$ cat src/rtl/maze_pkg.sv
// Shared definitions for the maze game controller: state encodings,
// direction-pulse bit positions and default map dimensions.
package maze_pkg;

    typedef enum logic [2:0] {
        ST_IDLE   = 3'd0,
        ST_REVEAL = 3'd1,
        ST_PLAY   = 3'd2,
        ST_FETCH  = 3'd3,
        ST_CHECK  = 3'd4,
        ST_WON    = 3'd5,
        ST_LOST   = 3'd6
    } state_t;

    localparam int DIR_UP    = 0;
    localparam int DIR_DOWN  = 1;
    localparam int DIR_LEFT  = 2;
    localparam int DIR_RIGHT = 3;

    localparam int DEFAULT_MAP_W = 30;
    localparam int DEFAULT_MAP_H = 21;

endpackage

$ cat src/rtl/maze_game_ctrl_if.sv
// Map ROM bus: the controller drives the row address, the ROM returns the
// whole row one cycle later (bit x = column x, 1 = wall).
interface maze_game_ctrl_if
    import maze_pkg::*;
#(
    parameter int MAP_W = DEFAULT_MAP_W,
    parameter int MAP_H = DEFAULT_MAP_H
);
    logic [$clog2(MAP_H)-1:0] map_addr;
    logic [MAP_W-1:0]         map_row;

    modport master (output map_addr, input map_row);
    modport slave  (input map_addr, output map_row);
endinterface

$ cat src/rtl/reveal_timer.sv
// Counts cycles while the map is being shown; done flags the last one.
module reveal_timer #(
    parameter int REVEAL_CYCLES = 25_000_000
) (
    input  logic clk,
    input  logic reset,
    input  logic clear,
    input  logic enable,
    output logic done
);
    localparam int CW = $clog2(REVEAL_CYCLES + 1);

    logic [CW-1:0] cnt_q;

    assign done = (cnt_q == CW'(REVEAL_CYCLES - 1));

    // Count up while enabled, saturating at the terminal value.
    always_ff @(posedge clk) begin
        if (reset || clear) begin
            cnt_q <= '0;
        end else if (enable && !done) begin
            cnt_q <= cnt_q + CW'(1);
        end
    end
endmodule

$ cat src/rtl/maze_game_ctrl.sv
// Maze game state controller: menu/reveal/play/win/lose sequencing, player
// position, lives, and wall checking through a registered ROM lookup.
module maze_game_ctrl
    import maze_pkg::*;
#(
    parameter int MAP_W         = DEFAULT_MAP_W,
    parameter int MAP_H         = DEFAULT_MAP_H,
    parameter int REVEAL_CYCLES = 25_000_000,
    parameter int START_X       = 0,
    parameter int START_Y       = 11,
    parameter int GOAL_X        = 29,
    parameter int GOAL_Y        = 11,
    parameter int LIVES         = 3
) (
    input  logic                       clk,
    input  logic                       reset,
    input  logic                       start,
    input  logic [3:0]                 dir,
    maze_game_ctrl_if.master           rom,
    output logic [$clog2(MAP_W)-1:0]   player_x,
    output logic [$clog2(MAP_H)-1:0]   player_y,
    output logic [3:0]                 lives_left,
    output logic [2:0]                 state,
    output logic                       map_visible,
    output logic                       won,
    output logic                       lost
);
    localparam int XW = $clog2(MAP_W);
    localparam int YW = $clog2(MAP_H);

    state_t        state_q, state_d;
    logic [XW-1:0] px_q, px_d, tx_q, tx_d, tgt_x;
    logic [YW-1:0] py_q, py_d, ty_q, ty_d, tgt_y;
    logic [YW-1:0] addr_q, addr_d;
    logic [3:0]    lives_q, lives_d;
    logic          vis_q, vis_d, won_q, won_d, lost_q, lost_d;
    logic          move_ok;
    logic          timer_clr, timer_en, reveal_done;

    assign timer_en  = (state_q == ST_REVEAL);
    assign timer_clr = !timer_en;

    reveal_timer #(.REVEAL_CYCLES(REVEAL_CYCLES)) u_reveal_timer (
        .clk    (clk),
        .reset  (reset),
        .clear  (timer_clr),
        .enable (timer_en),
        .done   (reveal_done)
    );

    // Next-state, move evaluation and registered-output precomputation.
    always_comb begin
        state_d = state_q;
        px_d    = px_q;
        py_d    = py_q;
        tx_d    = tx_q;
        ty_d    = ty_q;
        addr_d  = addr_q;
        lives_d = lives_q;
        tgt_x   = px_q;
        tgt_y   = py_q;
        move_ok = 1'b0;

        case (state_q)
            ST_IDLE: begin
                if (start) begin
                    state_d = ST_REVEAL;
                    px_d    = XW'(START_X);
                    py_d    = YW'(START_Y);
                    lives_d = 4'(LIVES);
                end
            end
            ST_REVEAL: begin
                if (reveal_done) state_d = ST_PLAY;
            end
            ST_PLAY: begin
                if ($onehot(dir)) begin
                    if (dir[DIR_UP] && py_q != '0) begin
                        tgt_y   = py_q - YW'(1);
                        move_ok = 1'b1;
                    end else if (dir[DIR_DOWN] && py_q != YW'(MAP_H - 1)) begin
                        tgt_y   = py_q + YW'(1);
                        move_ok = 1'b1;
                    end else if (dir[DIR_LEFT] && px_q != '0) begin
                        tgt_x   = px_q - XW'(1);
                        move_ok = 1'b1;
                    end else if (dir[DIR_RIGHT] && px_q != XW'(MAP_W - 1)) begin
                        tgt_x   = px_q + XW'(1);
                        move_ok = 1'b1;
                    end
                end
                if (move_ok) begin
                    tx_d    = tgt_x;
                    ty_d    = tgt_y;
                    addr_d  = tgt_y;
                    state_d = ST_FETCH;
                end
            end
            ST_FETCH: state_d = ST_CHECK;
            ST_CHECK: begin
                if (rom.map_row[tx_q]) begin
                    lives_d = lives_q - 4'd1;
                    px_d    = XW'(START_X);
                    py_d    = YW'(START_Y);
                    state_d = (lives_q == 4'd1) ? ST_LOST : ST_REVEAL;
                end else begin
                    px_d    = tx_q;
                    py_d    = ty_q;
                    state_d = (tx_q == XW'(GOAL_X) && ty_q == YW'(GOAL_Y)) ? ST_WON : ST_PLAY;
                end
            end
            ST_WON, ST_LOST: begin
                if (start) state_d = ST_IDLE;
            end
            default: state_d = ST_IDLE;
        endcase

        vis_d  = (state_d == ST_REVEAL) || (state_d == ST_WON) || (state_d == ST_LOST);
        won_d  = (state_d == ST_WON);
        lost_d = (state_d == ST_LOST);
    end

    // State and output registers; flags are registered from the next state.
    always_ff @(posedge clk) begin
        if (reset) begin
            state_q <= ST_IDLE;
            px_q    <= XW'(START_X);
            py_q    <= YW'(START_Y);
            tx_q    <= '0;
            ty_q    <= '0;
            addr_q  <= '0;
            lives_q <= 4'(LIVES);
            vis_q   <= 1'b0;
            won_q   <= 1'b0;
            lost_q  <= 1'b0;
        end else begin
            state_q <= state_d;
            px_q    <= px_d;
            py_q    <= py_d;
            tx_q    <= tx_d;
            ty_q    <= ty_d;
            addr_q  <= addr_d;
            lives_q <= lives_d;
            vis_q   <= vis_d;
            won_q   <= won_d;
            lost_q  <= lost_d;
        end
    end

    assign rom.map_addr = addr_q;
    assign player_x     = px_q;
    assign player_y     = py_q;
    assign lives_left   = lives_q;
    assign state        = state_q;
    assign map_visible  = vis_q;
    assign won          = won_q;
    assign lost         = lost_q;
endmodule

$ cat src/flat_wrapper.sv
// flat-port wrapper written by rule: the top's interface ports become plain ports
module maze_game_ctrl_flat import maze_pkg::*;
#(
    parameter int MAP_W         = DEFAULT_MAP_W,
    parameter int MAP_H         = DEFAULT_MAP_H,
    parameter int REVEAL_CYCLES = 25_000_000,
    parameter int START_X       = 0,
    parameter int START_Y       = 11,
    parameter int GOAL_X        = 29,
    parameter int GOAL_Y        = 11,
    parameter int LIVES         = 3
)
  (clk, reset, start, dir, player_x, player_y, lives_left, state, map_visible, won, lost, rom_map_addr, rom_map_row);
  maze_game_ctrl_if #(.MAP_W(MAP_W), .MAP_H(MAP_H)) rom_i ();
  input  logic clk;
  input  logic reset;
  input  logic start;
  input  logic [3:0] dir;
  output logic [$clog2(MAP_W)-1:0] player_x;
  output logic [$clog2(MAP_H)-1:0] player_y;
  output logic [3:0] lives_left;
  output logic [2:0] state;
  output logic map_visible;
  output logic won;
  output logic lost;
  output wire logic [$bits(rom_i.map_addr)-1:0] rom_map_addr;
  input wire logic [$bits(rom_i.map_row)-1:0] rom_map_row;
  assign rom_map_addr = rom_i.map_addr;
  assign rom_i.map_row = rom_map_row;
  maze_game_ctrl #(.MAP_W(MAP_W), .MAP_H(MAP_H), .REVEAL_CYCLES(REVEAL_CYCLES), .START_X(START_X), .START_Y(START_Y), .GOAL_X(GOAL_X), .GOAL_Y(GOAL_Y), .LIVES(LIVES)) u_core (.clk(clk), .reset(reset), .start(start), .dir(dir), .rom(rom_i), .player_x(player_x), .player_y(player_y), .lives_left(lives_left), .state(state), .map_visible(map_visible), .won(won), .lost(lost));
endmodule
$ cat config.mk
export PLATFORM = sky130hd
export DESIGN_NAME = maze_game_ctrl_flat
export DESIGN_NICKNAME = d
export VERILOG_FILES = /design/src/rtl/maze_pkg.sv /design/src/rtl/maze_game_ctrl_if.sv /design/src/rtl/reveal_timer.sv /design/src/rtl/maze_game_ctrl.sv /design/src/flat_wrapper.sv
export SDC_FILE = /design/constraint.sdc
export NUM_CORES = 1
export LEC_CHECK = 0
export ABC_AREA = 0
export BUFFER_PORTS_ARGS = -buffer_cell sky130_fd_sc_hd__buf_2
export CORE_MARGIN = 2
export CORE_UTILIZATION = 52
export CTS_BUF_LIST = sky130_fd_sc_hd__clkbuf_4
export CTS_CLUSTER_DIAMETER = 50
export CTS_CLUSTER_SIZE = 14
export DETAILED_ROUTE_END_ITERATION = 8
export PLACE_DENSITY = 0.79
export SYNTH_ARGS = -nofsm -noshare
export SYNTH_HDL_FRONTEND = slang
export SYNTH_SLANG_ARGS = --single-unit
$ cat constraint.sdc
create_clock -name clk -period 2.49 [get_ports clk]
set_input_delay 0 -clock clk [delete_from_list [all_inputs] [get_ports clk]]
set_output_delay 0 -clock clk [all_outputs]
set_load 0.01 [all_outputs]
# After elaboration in Yosys (flattened, before gate mapping)
# Cells that the tools add are included.
[word_totals] reg_bits=55 input_bits=37 out_inout_bits=25 elab_cells=90
[classes] addsub=9 n_lt_le_gt_ge=1 eq_ne=18 n_mux=33 reduce_logical=19
[op_table] operator="$mux 5" count=12
[op_table] operator="$add 25x1->25 const B" count=1
[op_table] operator="$eq 25x25->1 const B" count=1
[op_table] operator="$mux 3" count=7
[op_table] operator="$pmux 5 s2" count=2
[op_table] operator="$pmux 3 s6" count=1
[op_table] operator="$eq 3x3->1 const B" count=5
[op_table] operator="$add 5x1->5 const B" count=2
[op_table] operator="$ne 5x5->1 const B" count=2
[op_table] operator="$reduce_bool 5->1" count=2
[op_table] operator="$sub 5x1->5 const B" count=2
[op_table] operator="$eq 3x1->1 const B" count=3
[op_table] operator="$mux 4" count=2
[op_table] operator="$pmux 4 s2" count=1
[op_table] operator="$mux 1" count=7
[op_table] operator="$eq 3x2->1 const B" count=2
[op_table] operator="$logic_and 1x1->1" count=6
[op_table] operator="$lt 5x6->1 const B" count=1
[op_table] operator="$bmux 1 s5" count=1
[op_table] operator="$eq 5x4->1 const B" count=1
[op_table] operator="$eq 5x5->1 const B" count=1
[op_table] operator="$add 1x1->2" count=2
[op_table] operator="$eq 4x1->1 const B" count=1
[op_table] operator="$reduce_and 2->1" count=2
[op_table] operator="other kinds (10)" count=13

# Longest topological paths before layout
# Gate-level depths: netlist of run 1.
[depth] depth_word=13 mapped_depth=11 ltp_nobuf=10

# By module
# Synthesis of run 1 repeated with hierarchy kept, for this count alone.
[unflattened] hier_cells=387 area_unflattened_um2=3373.2
[by_module_without_submodules] module="maze_game_ctrl" n_inst=1 cells_each=253 area_per_inst_um2=2150.8 seq_area_each_um2=600.6
[by_module_without_submodules] module="reveal_timer" n_inst=1 cells_each=134 area_per_inst_um2=1222.4 seq_area_each_um2=500.5

# Least setup slack after synthesis of run 1
# OpenSTA, ideal clock, no wires.
[synth_path] path_type="flip-flop to flip-flop" startpoint="register u_core.tx_q[1]" endpoint="register u_core.vis_q (netlist: u_core.map_visible)" setup_ns=0.072 arrival_time_ns=2.398 t_required_ns=2.418 slack_ns=0.021 path_stages_with_launch=9 n_path_buf=1 period_less_slack_ns=2.469 path_cell_list="dfxtp_1 -> buf_6 -> mux4_2 -> mux4_2 -> nor2_4 -> nor2_4 -> mux2i_4 -> a221oi_2 -> mux2i_1"
[synth_between] elab_chain_cells=8 word_cells_on_any_way=12 classes_between="eq/ne: 4; mux: 5; reduce/logical: 3"
[synth_rtl] item="from (decl)" line="maze_game_ctrl.sv:32" rtl="logic [XW-1:0] px_q, px_d, tx_q, tx_d, tgt_x;"
[synth_rtl] item="from (signal assigned)" line="maze_game_ctrl.sv:140" rtl="tx_q <= tx_d;"
[synth_rtl] item="branches (longest 3 deep; another with $bmux 1 s5)"
[synth_rtl] item="$mux 3 *" line="maze_game_ctrl.sv:101" rtl="if (rom.map_row[tx_q]) begin"
[synth_rtl] item="$pmux 3 s6 *" line="maze_game_ctrl.sv:64" rtl="case (state_q)"
[synth_rtl] item="$eq 3x1->1 / $eq 3x3->1 (equally long branches)" line="maze_game_ctrl.sv:118" rtl="vis_d = (state_d == ST_REVEAL) || (state_d == ST_WON) || (state_d == ST_LOST);"
[synth_rtl] item="$logic_or 1x1->1" line="maze_game_ctrl.sv:118"
[synth_rtl] item="$logic_or 1x1->1 *" line="maze_game_ctrl.sv:118"
[synth_rtl] item="to (signal assigned)" line="maze_game_ctrl.sv:144" rtl="vis_q <= vis_d;"
[synth_rtl] item="to (decl)" line="maze_game_ctrl.sv:36" rtl="logic vis_q, vis_d, won_q, won_d, lost_q, lost_d;"
# Every way passes the cells marked *. The select of a mux whose other input is x is not followed.
# A chain may end at the register's enable or synchronous reset.

# Worst setup path after layout of run 1
# Same ends and word-level chain as after synthesis.

==> results of run 1 <==
[registers in the layout, indices dropped and copies added, names as in the netlist]
register and flops:
u_core.state 3, u_core.won 1, u_core.tx_q 5, u_core.map_visible 1, u_core.ty_q 5, u_core.u_reveal_timer.cnt_q 25
u_core.lives_left 4, u_core.player_y 5, u_core.player_x 5, u_core.lost 1
[layer usage]
layer	track usage [%]	vias to the layer above	part of all wire (%)
li1	-	1503	-
met1	31.16	1430	47
met2	34.46	84	45
met3	4.847	12	5.9
met4	7.331	0	1.2
met5	0	-	0
[cell families (layout without fill, tap and decap cells)]
group           after synthesis  after routing  synth area share, %
buf+inv                      30            103                4.106
fa+ha+maj                    14             14                5.551
flops                        55             55                33.46
xor+xnor                     28             28                7.453
compound gates               67             67                14.18
mux                          14             14                7.909
simple gates                169            169                27.34
[final timing paths]
path	from	endpoint	slack, ns	cells past startpoint
max	u_core.tx_q[1]	u_core.map_visible	0.02	7
min	reset	u_core.state[1]	0.05	2
max reg2reg	u_core.tx_q[1]	u_core.map_visible	0.02	7
min reg2reg	u_core.u_reveal_timer.cnt_q[12]	u_core.u_reveal_timer.cnt_q[12]	0.51	2
[layout make-up]
class,count,area share (%)
clock buffers,6,1.162
clock inverters,2,1.001
inverters,13,1.259
multi-input cells,292,53.70
flip-flops and latches,55,28.51
well taps,75,2.422
repair buffers,82,11.95
[synthesized netlist by cell type, types with 2 or more instances]
library cell / n / area [µm²]
dfxtp_1: 55 / 1101
nor2_1: 52 / 195.2
nand2_1: 28 / 105.1
nand3_1: 21 / 105.1
xnor2_1: 15 / 131.4
ha_1: 13 / 162.7
inv_1: 13 / 48.80
xor2_1: 13 / 113.9
a21oi_1: 12 / 60.06
o21ai_0: 11 / 55.05
clkbuf_1: 10 / 37.54
nor3_1: 10 / 50.05
nand2b_1: 8 / 50.05
a211oi_1: 7 / 52.55
a22oi_1: 7 / 52.55
or3_1: 7 / 43.79
mux4_2: 6 / 135.1
a31oi_1: 5 / 31.28
mux2i_1: 5 / 50.05
nand3b_1: 5 / 37.54
nand4_1: 5 / 31.28
and3_1: 4 / 25.02
nor4_1: 4 / 25.02
o22ai_1: 4 / 25.02
o31ai_1: 4 / 30.03
buf_2: 3 / 15.01
nand4b_1: 3 / 26.28
nor4_2: 3 / 37.54
o21a_1: 3 / 22.52
or4_1: 3 / 22.52
buf_6: 2 / 22.52
mux4_1: 2 / 52.55
nor2_4: 2 / 22.52
o211ai_1: 2 / 15.01
o21ai_1: 2 / 10.01
o41ai_1: 2 / 17.52
or2_2: 2 / 12.51
[what timing repair did]
item                       CTS  global route
pin swaps                    1             0
resized for setup            3             4
setup buffers                0             0
setup endpoints to repair   12            10
[per-stage QoR]
| step | std cells | setup TNS [ns] | util (%) | setup slack, ns |
|---|---|---|---|---|
| 2_1_floorplan | 377 | 0 | - | 0.02063 |
| 3_3_place_gp | 517 | -0.2255 | 62.42 | -0.1054 |
| 3_5_place_dp | 517 | -0.6392 | 62.42 | -0.1854 |
| 4_1_cts | 525 | 0 | 64.06 | 0.008200 |
| 5_1_grt | 525 | -0.1447 | 64.31 | -0.1104 |
| 6_report | 525 | 0 | 64.31 | 0.02333 |
[power breakdown]
| part | internal (µW) | switching, µW |
|---|---|---|
| Sequential | 883 | 2.25 |
| Combinational | 68.6 | 82.6 |
| Clock | 227 | 286 |
[worst max-delay path, cell delays in order, from the launching register on]
cell,delay (ns)
dfxtp_4,0.44
mux4_2,0.51
mux4_2,0.53
nor2_4,0.13
nor2_4,0.05
mux2i_4,0.19
a221oi_4,0.35
mux2i_1,0.21
==> impl_metrics.json, run 1 <==
{
  "synth_edf_count": 0,
  "die-area_um2": 6981,
  "placed_area_um2": 3761,
  "required_ns": 2.81,
  "final_cell_mix": "61 x buf_2, 54 x dfxtp_1, 52 x nor2_1",
  "cp-end-kind": "register",
  "cap_violations": 0,
  "rows": 28,
  "worstSetupPathType": "reg2reg",
  "syn-instance-count": 377,
  "min-delay-path-class": "in2reg",
  "drc": 0,
  "max_freq_ghz": 0.4054,
  "numCtsBuffers": 5,
  "cts_root_buf": "clkbuf_4",
  "drt_iter0_markers": 218,
  "track_usage_pct": 22.34,
  "wl_per_cell_um": 14.50,
  "avgSynthCellArea_um2": 8.729,
  "seq_area_um2": 1105,
  "overflow": 0,
  "relSlewSlack_pct": 38.39,
  "status": "finished clean",
  "power.total_uw": 1550,
  "port_buffers": 61,
  "wl_um": 7614,
  "pin_count": 62,
  "whs_ns": 0.04938,
  "final_max_slew_viol_count": 0,
  "syn-cell-area_um2": 3291,
  "final_cell_area_um2": 3875,
  "cts_tree": "done",
  "die_x_um": 83.55,
  "yosysSeqAreaShare_pct": 33.46,
  "synthToLayoutAreaGrowth_pct": 17.76,
  "grt_pass1_vias": 2943,
  "p_leak_uw": 0.001468,
  "fin_crit_sh_pct": 99.06,
  "gp_congestion": 0.8428,
  "synth-async-reset-ratio_pct": 0,
  "ys_ff_latch": 55,
  "fin_nets": 500,
  "dp_hpwl_um": 5814,
  "antenna_cells": 0,
  "synth-main-ff-cell": "dfxtp_1",
  "crit_fanout": 7,
  "ys.warnings.count": 0,
  "die_y_um": 83.55,
  "arrival_ns": 2.79,
  "skew_ns": 0.01578,
  "clk_pin_slew_ns": 0.16,
  "clk_path_buf_depth": 2,
  "setup_viol": 0,
  "htree_levels": 2,
  "hold_viol_final": 0,
  "max-vdd-ir-drop_mv": 0.2446,
  "antenna_found_initial": 0,
  "power_density_nw_per_um2": 399.9,
  "rsz0062_at_grt": "yes",
  "clk_latency_ns": 0.38,
  "antenna_left": 0,
  "drive_gt1_share_pct": 25.78,
  "core_area_um2": 6026,
  "synthesis.nets": 428,
  "multi_input_area_um2": 2081,
  "min_period_ns": 2.467,
  "cts_hold_buf": 0,
  "final_common_cell": "buf_2",
  "grt_first_pass_wirelength_um": 13150,
  "synth.distinct_cells": 61,
  "vias": 3029,
  "grt_start_max_net_pins": 28,
  "start_kind": "register",
  "vias_per_cell": 5.770,
  "start_util_pct": 54.61,
  "drt_first_pass_iters": 4,
  "num-fill-cells": 507,
  "worst_pin_slew_ns": 0.9241,
  "clock-sinks": 55
}
No activity file was read; power rests on OpenSTA's default activity.
==> inputs of run 2 (changes only) <==
PLACE_DENSITY = 0.78   (was 0.79)
SYNTH_HIERARCHICAL = 1   (was default)
==> run 2 against run 1 <==
Worst setup slack improved by 0.071 ns; core utilization decreased by 1.5 points; sequential share of layout area decreased by 0.70 points; first-iteration DRC count increased by 12%; die area increased by 2.4%; synthesized cell count increased by 2.7%; critical path depth decreased by 1; combinational power about the same; via count increased by 5.8%; power decreased by 4.6%; global-route usage increased by 0.97 points; largest cell class unchanged.
==> impl_metrics.json, run 2 <==
{
  "synth.mux.area_fraction_pct": 5.861,
  "syn-instance-count": 387,
  "crit_fanout": 3,
  "synth_compound_area_share_pct": 16.58,
  "synth.distinct_cells": 72,
  "stdcell_count": 544,
  "cap_violations": 0,
  "antenna_found_initial": 0,
  "timing.rr.start": "u_core/tx_q[0]",
  "htree_levels": 2,
  "path_depth": 6,
  "final_cell_area_um2": 3968,
  "arrival_ns": 2.70,
  "synth_most_common_cell": "dfxtp_1",
  "vias": 3205,
  "syn-cell-area_um2": 3373,
  "crit_buf_inv": 0,
  "final_cell_mix": "61 x buf_2, 53 x dfxtp_1, 51 x nor2_1",
  "wl_per_cell_um": 15.51,
  "hold_viol_final": 0,
  "synth-xor-area-share_pct": 7.270,
  "clk_pin_slew_ns": 0.16,
  "synthesis.nets": 437,
  "yosysSeqAreaShare_pct": 32.64,
  "synthAdderAreaFrac_pct": 5.045,
  "max-vdd-ir-drop_mv": 0.3079,
  "die-area_um2": 7147,
  "num-fill-cells": 547,
  "start_util_pct": 53.43,
  "die_y_um": 84.54,
  "final_common_cell": "buf_2",
  "grt_start_max_net_pins": 28,
  "whs_ns": 0.03943,
  "port_buffers": 61,
  "clk_latency_ns": 0.40,
  "min-delay-path-class": "in2reg",
  "min_period_ns": 2.396,
  "synth-simple-area-share_pct": 28.19,
  "clockPowerShare_pct": 29.8,
  "max_freq_ghz": 0.4174,
  "synth_area_leaders": "dfxtp_1 33%, nor2_1 5.7%, xor2_1 5.5%",
  "ys_ff_latch": 55,
  "power_density_nw_per_um2": 372.7,
  "wl_um": 8436,
  "cts_tree": "done",
  "p_leak_uw": 0.001618,
  "endpoint": "u_core/map_visible",
  "dp.cells": 536,
  "required_ns": 2.80,
  "synth-main-ff-cell": "dfxtp_1",
  "dp_hpwl_um": 6299,
  "switching_power_uw": 407.2,
  "cp-end-kind": "register",
  "cp_top_family": "simple AND/OR/NAND/NOR gates",
  "startpoint": "u_core/tx_q[0]",
  "relSlewSlack_pct": 54.93,
  "placed_area_um2": 3904,
  "gp_congestion": 0.8169,
  "fin_nets": 516,
  "worst_path_max_delay_cell": "mux4_1",
  "start_kind": "register",
  "final_max_slew_viol_count": 0,
  "drt_iter0_markers": 245,
  "vias_per_cell": 5.892,
  "synth_area_leader_cell": "dfxtp_1",
  "status": "finished clean",
  "fin_crit_sh_pct": 96.21,
  "regMostFlops": "u_core/u_reveal_timer/cnt_q",
  "drive_gt1_share_pct": 25.91,
  "ys.warnings.count": 6,
  "synth_top_family_by_area": "simple AND/OR/NAND/NOR gates",
  "clk_path_buf_depth": 2,
  "rsz0062_at_grt": "no",
  "avgSynthCellArea_um2": 8.716,
  "drt_first_pass_iters": 7,
  "worstSetupPathType": "reg2reg",
  "p_int_uw": 1071,
  "synth_top_area_share_pct": 32.64,
  "core_area_um2": 6314,
  "antenna_cells": 0,
  "r2r_end": "u_core/map_visible",
  "track_usage_pct": 23.31,
  "p_seq_share_pct": 60.1,
  "swShare_pct": 27.54,
  "r2r_slack_ns": 0.09,
  "final_util_pct": 62.84,
  "synth-async-reset-ratio_pct": 0,
  "pin_count": 62,
  "skew_ns": 0.01327,
  "drc": 0,
  "synthToLayoutAreaGrowth_pct": 17.62,
  "numCtsBuffers": 5,
  "setup_viol": 0,
  "synth_edf_count": 0,
  "rows": 29,
  "synth_common_cells": "55 x dfxtp_1, 51 x nor2_1, 27 x nand2_1, 21 x xor2_1, 18 x inv_1",
  "antenna_left": 0,
  "overflow": 0,
  "worst_pin_slew_ns": 0.6715,
  "largest_reg_flops": 25,
  "grt_pass1_vias": 3029,
  "max_stage_delay_ns": 0.54,
  "post_cts_buffers": 0,
  "p_comb_share_pct": 10.0,
  "crit_chain": "mux4_1 > and3b_1 > a311oi_4 > nor4_1 > or4_4 > a32o_1",
  "worstRegToRegCells": 6,
  "grt_first_pass_wirelength_um": 13860,
  "finalSetupTns_ns": 0,
  "clock-sinks": 55,
  "cts_root_buf": "clkbuf_4",
  "die_x_um": 84.54
}
[run 2: metrics by stage]
step	setup WS, ns	total power (µW)
after global routing	0.002948	1537
after CTS	0.01153	1482
after detailed placement	0.01033	1052
final	0.09430	1479
after floorplan	0.02833	984.8
after global placement	0.07542	1048
[run 2: cell type report]
type	count	area [µm²]	share of cell area [%]
tap	77	96.34	2.428
sequential	55	1104	27.81
multi-input combinational	297	2120	53.42
clock buffer	5	37.54	0.9461
inverter	18	67.56	1.703
timing repair buffer	89	515.5	12.99
clock inverter	3	27.53	0.6938
[run 2: worst min path at each step]
stage | slack, ns | start | cells after the start | endpoint
6_report | 0.04 | reset | 2 | u_core/player_x[4]
5_1_grt | 0.06 | reset | 2 | u_core/player_x[0]
4_1_cts | 0.03 | reset | 2 | u_core/player_x[4]
3_5_place_dp | 0.43 | u_core/won | 1 | won
3_3_place_gp | 0.43 | u_core/won | 1 | won
2_1_floorplan | 0.10 | reset | 1 | u_core/player_y[0]
[run 2: repair_timing]
item                                    4_1_cts  5_1_grt
endpoints found under the setup margin        1        1
hold buffers                                  0        0
gates resized for setup                       1        2
[run 2: layer usage]
layer,share of wire (%),global-route usage [%],up-vias,wire (µm)
met5,0,0,-,0
met4,1.6,6.926,0,138
met3,5.3,4.130,14,445
met2,47,39.44,106,3956
met1,46,30.47,1513,3895
li1,-,-,1572,-
[run 2: cells by family (layout without fill, tap and decap cells)]
family | after synthesis | after routing
simple gates | 168 | 168
fa+ha+maj | 13 | 13
xor+xnor | 28 | 28
compound gates | 76 | 76
mux | 12 | 12
buf+inv | 35 | 115
flops | 55 | 55
[run 2: power by group through the flow]
stage | sequential (µW) | clock (µW) | combinational, µW
floorplan | 905 | 0 | 79.7
global placement | 907 | 0 | 141
detailed placement | 907 | 0 | 145
CTS | 889 | 447 | 146
global route | 890 | 484 | 164
finish | 889 | 441 | 148
